===== config.mk =====
export PLATFORM = sky130hd
export DESIGN_NAME = gs_dac_mixer
export DESIGN_NICKNAME = d
export VERILOG_FILES = /design/src/rtl/gs_audio_pkg.sv /design/src/rtl/gs_dac_mixer_ds_mod1.sv /design/src/rtl/gs_dac_mixer.sv
export SDC_FILE = /design/constraint.sdc
export NUM_CORES = 1
export LEC_CHECK = 0
export ABC_CLOCK_PERIOD_IN_PS = 11500
export CORE_MARGIN = 3
export CORE_UTILIZATION = 30
export DETAILED_ROUTE_END_ITERATION = 10
export DONT_BUFFER_PORTS = 1
export SKIP_CTS_REPAIR_TIMING = 1
export SLEW_MARGIN = 20
export SYNTH_ARGS = -nofsm -noshare
export SYNTH_HDL_FRONTEND = slang
export SYNTH_SLANG_ARGS = --single-unit

===== constraint.sdc =====
create_clock -name clk32 -period 11.5 [get_ports clk32]
set_input_delay 2.3 -clock clk32 [delete_from_list [all_inputs] [get_ports clk32]]
set_output_delay 2.3 -clock clk32 [all_outputs]
set_load 0.05 [all_outputs]

===== src/rtl/gs_audio_pkg.sv =====
// Shared constants and helpers for the General Sound audio path:
// frame timing, mix width, modulator offset and channel-to-side routing.
package gs_audio_pkg;

    localparam int          FRAME_LEN      = 32;
    localparam int          MIX_W          = 15;
    localparam int          NUM_CHAN       = 4;
    localparam int          VOL_W          = 6;
    localparam logic [4:0]  LAST_PHASE     = 5'(FRAME_LEN - 1);
    localparam logic [4:0]  FIRST_ACC      = 5'd1;
    localparam logic [4:0]  LAST_ACC       = 5'd24;
    localparam logic [4:0]  COMMIT_PHASE   = 5'd25;
    localparam logic [14:0] DS_OFFSET      = 15'd16384;

    typedef enum logic {
        SIDE_LEFT  = 1'b0,
        SIDE_RIGHT = 1'b1
    } side_e;

    // Channels 0,1 feed the left mix, channels 2,3 the right mix.
    function automatic side_e chan_side(input logic [1:0] chan);
        side_e side;
        case (chan)
            2'd0, 2'd1: side = SIDE_LEFT;
            2'd2, 2'd3: side = SIDE_RIGHT;
            default:    side = SIDE_LEFT;
        endcase
        return side;
    endfunction

endpackage


===== src/rtl/gs_dac_mixer_ds_mod1.sv =====
// First-order delta-sigma modulator: offsets a signed mix to unsigned and
// emits the accumulator carry as a 1-bit stream (density = u / 32768).
import gs_audio_pkg::*;

module ds_mod1 (
    input  logic        clk32,
    input  logic        rst_n,
    input  logic [14:0] mix,
    output logic        bit_out
);

    logic [14:0] u_s;
    logic [15:0] acc_next_s;
    logic [15:0] acc_r;
    logic        bit_r;

    // Offset the signed mix and add it to the carry-stripped accumulator.
    always_comb begin
        u_s        = mix + DS_OFFSET;
        acc_next_s = {1'b0, acc_r[14:0]} + {1'b0, u_s};
    end

    // Accumulator and registered carry output.
    always_ff @(posedge clk32) begin
        if (!rst_n) begin
            acc_r <= 16'd0;
            bit_r <= 1'b0;
        end else begin
            acc_r <= acc_next_s;
            bit_r <= acc_next_s[15];
        end
    end

    assign bit_out = bit_r;

endmodule


===== src/rtl/gs_dac_mixer.sv =====
// GS DAC mixer: per-frame snapshot of four samples/volumes, shared shift-add
// volume scaling into left/right partials, commit, and two 1-bit modulators.
import gs_audio_pkg::*;

module gs_dac_mixer (
    input  logic        clk32,
    input  logic        rst_n,
    input  logic        gs_ena,
    input  logic [7:0]  dac0,
    input  logic [7:0]  dac1,
    input  logic [7:0]  dac2,
    input  logic [7:0]  dac3,
    input  logic [5:0]  vol0,
    input  logic [5:0]  vol1,
    input  logic [5:0]  vol2,
    input  logic [5:0]  vol3,
    output logic        out_l,
    output logic        out_r,
    output logic [14:0] mix_l,
    output logic [14:0] mix_r,
    output logic        mix_valid
);

    logic [4:0]       phase_r;
    logic [3:0][7:0]  dac_sh_r;
    logic [3:0][5:0]  vol_sh_r;
    logic [14:0]      part_l_r;
    logic [14:0]      part_r_r;
    logic [14:0]      mix_l_r;
    logic [14:0]      mix_r_r;
    logic             mix_valid_r;

    logic [4:0]       idx_s;
    logic [4:0]       chan_full_s;
    logic [4:0]       bit_full_s;
    logic [1:0]       chan_s;
    logic [2:0]       bit_s;
    logic [7:0]       samp_s;
    logic [14:0]      term_s;
    logic             add_s;

    // Decode phase into channel/bit and form the shifted signed partial product.
    always_comb begin
        idx_s       = phase_r - 5'd1;
        chan_full_s = idx_s / 5'd6;
        bit_full_s  = idx_s % 5'd6;
        chan_s      = chan_full_s[1:0];
        bit_s       = bit_full_s[2:0];
        samp_s      = {~dac_sh_r[chan_s][7], dac_sh_r[chan_s][6:0]};
        term_s      = {{7{samp_s[7]}}, samp_s} << bit_s;
        if ((phase_r >= FIRST_ACC) && (phase_r <= LAST_ACC)) begin
            add_s = vol_sh_r[chan_s][bit_s];
        end else begin
            add_s = 1'b0;
        end
    end

    // Frame sequencer: snapshot, accumulate, commit.
    always_ff @(posedge clk32) begin
        if (!rst_n) begin
            phase_r     <= 5'd0;
            dac_sh_r    <= '0;
            vol_sh_r    <= '0;
            part_l_r    <= 15'd0;
            part_r_r    <= 15'd0;
            mix_l_r     <= 15'd0;
            mix_r_r     <= 15'd0;
            mix_valid_r <= 1'b0;
        end else begin
            phase_r     <= (phase_r == LAST_PHASE) ? 5'd0 : phase_r + 5'd1;
            mix_valid_r <= 1'b0;
            if (phase_r == 5'd0) begin
                dac_sh_r <= {dac3, dac2, dac1, dac0};
                vol_sh_r <= {vol3, vol2, vol1, vol0};
                part_l_r <= 15'd0;
                part_r_r <= 15'd0;
            end else if (add_s) begin
                if (chan_side(chan_s) == SIDE_LEFT) begin
                    part_l_r <= part_l_r + term_s;
                end else begin
                    part_r_r <= part_r_r + term_s;
                end
            end else if (phase_r == COMMIT_PHASE) begin
                mix_l_r     <= gs_ena ? part_l_r : 15'd0;
                mix_r_r     <= gs_ena ? part_r_r : 15'd0;
                mix_valid_r <= 1'b1;
            end
        end
    end

    ds_mod1 u_mod_l (
        .clk32   (clk32),
        .rst_n   (rst_n),
        .mix     (mix_l_r),
        .bit_out (out_l)
    );

    ds_mod1 u_mod_r (
        .clk32   (clk32),
        .rst_n   (rst_n),
        .mix     (mix_r_r),
        .bit_out (out_r)
    );

    assign mix_l     = mix_l_r;
    assign mix_r     = mix_r_r;
    assign mix_valid = mix_valid_r;

endmodule


==> run metrics <==
Reg2Reg Depth=30; final routed DRC violation total=0; initial detailed-routing violation count=341; max incr delay on CP=0.53 ns; final slew viol count=0; chip width=178.4 microns; Longest Clk Path Bufs=2; Max-slew headroom=0.3313; worst-path fanout max=26; final antenna-violating net count=0; count of input and output buffers=0; Setup-failing EPs final=0; WL per Instance=14.97 microns; max-cap viol count=0; terminus of the critical flop-to-flop path=part_l_r[12]; RePlAce Congestion=0.8197; Hold Path Class=flip-flop to flip-flop; worst r2r src=phase_r[0]; RSZ-0062 raised after global routing=no; slew at the pin with the worst max-slew slack=1.003 ns; FFs w/ async S/R, synth=0; synth warn=0; vias in the first global route=6,458; Final #Nets=1,108; fin cells=1,380; min Tclk post-route=7.052 ns; Sink Count=154; syn_area_per_cell=8.833 sq um; gr ovfl total=0; Tot Pwr=1739 uW; Net Count, Synth=1,135; final hold violation count=0; Worst Path Required=11.85 ns; Post-synth EDFFs=0; area taken by flip-flops and latches=0.003083 sq mm; I/O Pins=92; most common cell after layout, fill and taps aside=dfxtp_1; crit end category=flip-flop; fraction of layout cells with a size suffix above 1=0.08835; area of the multi-input gates=0.005455 sq mm; outcome=finished, final reports clean; Critical Setup Path Class=flip-flop to flip-flop; Pwr per Cell Area=177.4 mW/mm^2; core box area=0.02901 sq mm; DRT Wirelength=20,670 microns; P_leak=0.003944 uW; crit path from=phase_r[0]; f_max=0.1418 GHz; Clk pin slew, worst setup/hold paths=0.06 ns; most frequent cells in the layout=dfxtp_1 (154), nand2_1 (152), nor2_1 (71), ha_1 (64), a21boi_0 (61); Initial Utilization=0.3075; cells after synthesis=1,010; CP max-delay cell=mux4_2; Yosys reg bits=154; 1st-pass router iterations=4; largest net degree at the start of global routing=97; CP most frequent cell=ha_1; setup TNS=0 ns; register area share after synthesis=0.3456; Arrival @ worst endpoint=7.41 ns; Unique masters post-synth=81; Placed Cells incl. Taps=1,348; std cell rows=62; worst skew pair latency=0.43 ns; Fin Clk Skew=0.01124 ns; die area=0.03184 sq mm; H-tree depth=4; Hold Path Stages=2; final HPWL from detailed placement=15,200 microns; DR vias/cell=4.889; area grow syn2layout=9.874%; post-synthesis cell area=0.008921 sq mm; predominant post-synthesis flop cell=dfxtp_1; Period Utilization, post-route=0.6133; Startpoint Class=flip-flop; via count=6,747; global-route wire length before repair=33,640 microns; antenna violations before repair=0; Die Span Y=178.4 microns; # fillers=3,055; HP Start=vol_sh_r[13]; Clock Tree Root=clkbuf_16; CTS tree=done; Max IR drop VDD=0.1146 mV; global-route usage over all layers=0.1320; Hold Path End=vol_sh_r[13]; reg-to-reg setup timing slack=4.45 ns; Antenna diodes=0; CTS buffer count=17
[state kept, by name, summed over array words and instances, names as in the netlist]
name	flops
dac_sh_r	32
mix_l	15
mix_r	15
mix_valid	1
part_l_r	15
part_r_r	15
phase_r	5
u_mod_l.acc_r	15
u_mod_l.bit_out	1
u_mod_r.acc_r	15
u_mod_r.bit_out	1
vol_sh_r	24
[power breakdown]
group	switching [uW]	internal, uW	total, uW	leakage [uW]
Sequential	18.2	558	576	0.00125
Combinational	364	239	603	0.00241
Clock	244	316	560	0.000282
Total	626	1110	1740	0.00394
[critical path, delay by kind of cell, from the launching register on]
kind / cells / cell delay [ns]
compound gates: 10 / 2.25
simple gates: 10 / 1.72
fa+ha+maj: 4 / 1.17
mux: 2 / 0.87
buf+inv: 3 / 0.48
flops: 1 / 0.33
xor+xnor: 1 / 0.17
[per-stage QoR]
step,setup WS [ns],hold slack [ns],util,instance area [sq um]
floorplan,4.360,0.4400,-,8921
global placement,4.524,0.4486,0.3172,9204
detailed placement,4.472,0.4554,0.3172,9204
CTS,4.446,0.4647,0.3375,9792
global route,3.857,0.4817,0.3378,9802
finish,4.448,0.4614,0.3378,9802
[synth_stat cells (all sizes together) (5+ instances only)]
master  instances  area share
nor2b          12      0.0084
xor2           17       0.017
inv            44       0.019
a31oi          10       0.011
dfxtp         154        0.35
nor2           72       0.031
ha             64       0.090
nor4            5      0.0049
a21oi          38       0.022
and3            5      0.0041
mux2i          50       0.056
nand3          19       0.011
clkbuf         34       0.014
and3b           6      0.0059
o21a            6      0.0050
and2           27       0.019
xnor2          29       0.031
nand2         154       0.067
mux4            5       0.013
mux2            8       0.010
nor3b          10      0.0097
nand2b          5      0.0043
a211oi          7      0.0065
buf            15       0.011
a22o           32       0.031
o21ai          42       0.025
nor3           11      0.0062
a21o           13       0.011
a21boi         61       0.051
[logic make-up (layout without fill, tap and decap cells)]
logic type / after synthesis / after routing / synth area share
fa+ha+maj: 70 / 70 / 0.09902
compound gates: 237 / 237 / 0.1975
simple gates: 345 / 345 / 0.1871
flops: 154 / 154 / 0.3456
xor+xnor: 46 / 46 / 0.04727
buf+inv: 95 / 81 / 0.04474
mux: 63 / 63 / 0.07882
[cell type report]
class | instances | share of cell area
clock buffer | 19 | 0.04621
timing repair buffer | 3 | 0.002298
sequential | 154 | 0.3145
tap | 384 | 0.04902
clock inverter | 13 | 0.01379
multi-input combinational | 761 | 0.5565
inverter | 46 | 0.01762
[layer usage]
layer / GRT usage / share of wire / up-vias
met5: 0 / 0 / -
met2: 0.1982 / 0.43 / 124
met4: 0.03377 / 0.011 / 0
met3: 0.03108 / 0.046 / 20
li1: - / - / 3487
met1: 0.1895 / 0.51 / 3116
[worst max path at each step]
stage / to / slack, ns / depth (start not counted)
6_report: part_l_r[12] / 4.45 / 30
5_1_grt: part_l_r[12] / 3.86 / 30
4_1_cts: part_l_r[12] / 4.45 / 30
3_5_place_dp: part_l_r[12] / 4.47 / 30
3_3_place_gp: part_l_r[12] / 4.52 / 31
2_1_floorplan: part_l_r[12] / 4.36 / 34
Note: power is estimated with default switching activity, not from simulation.
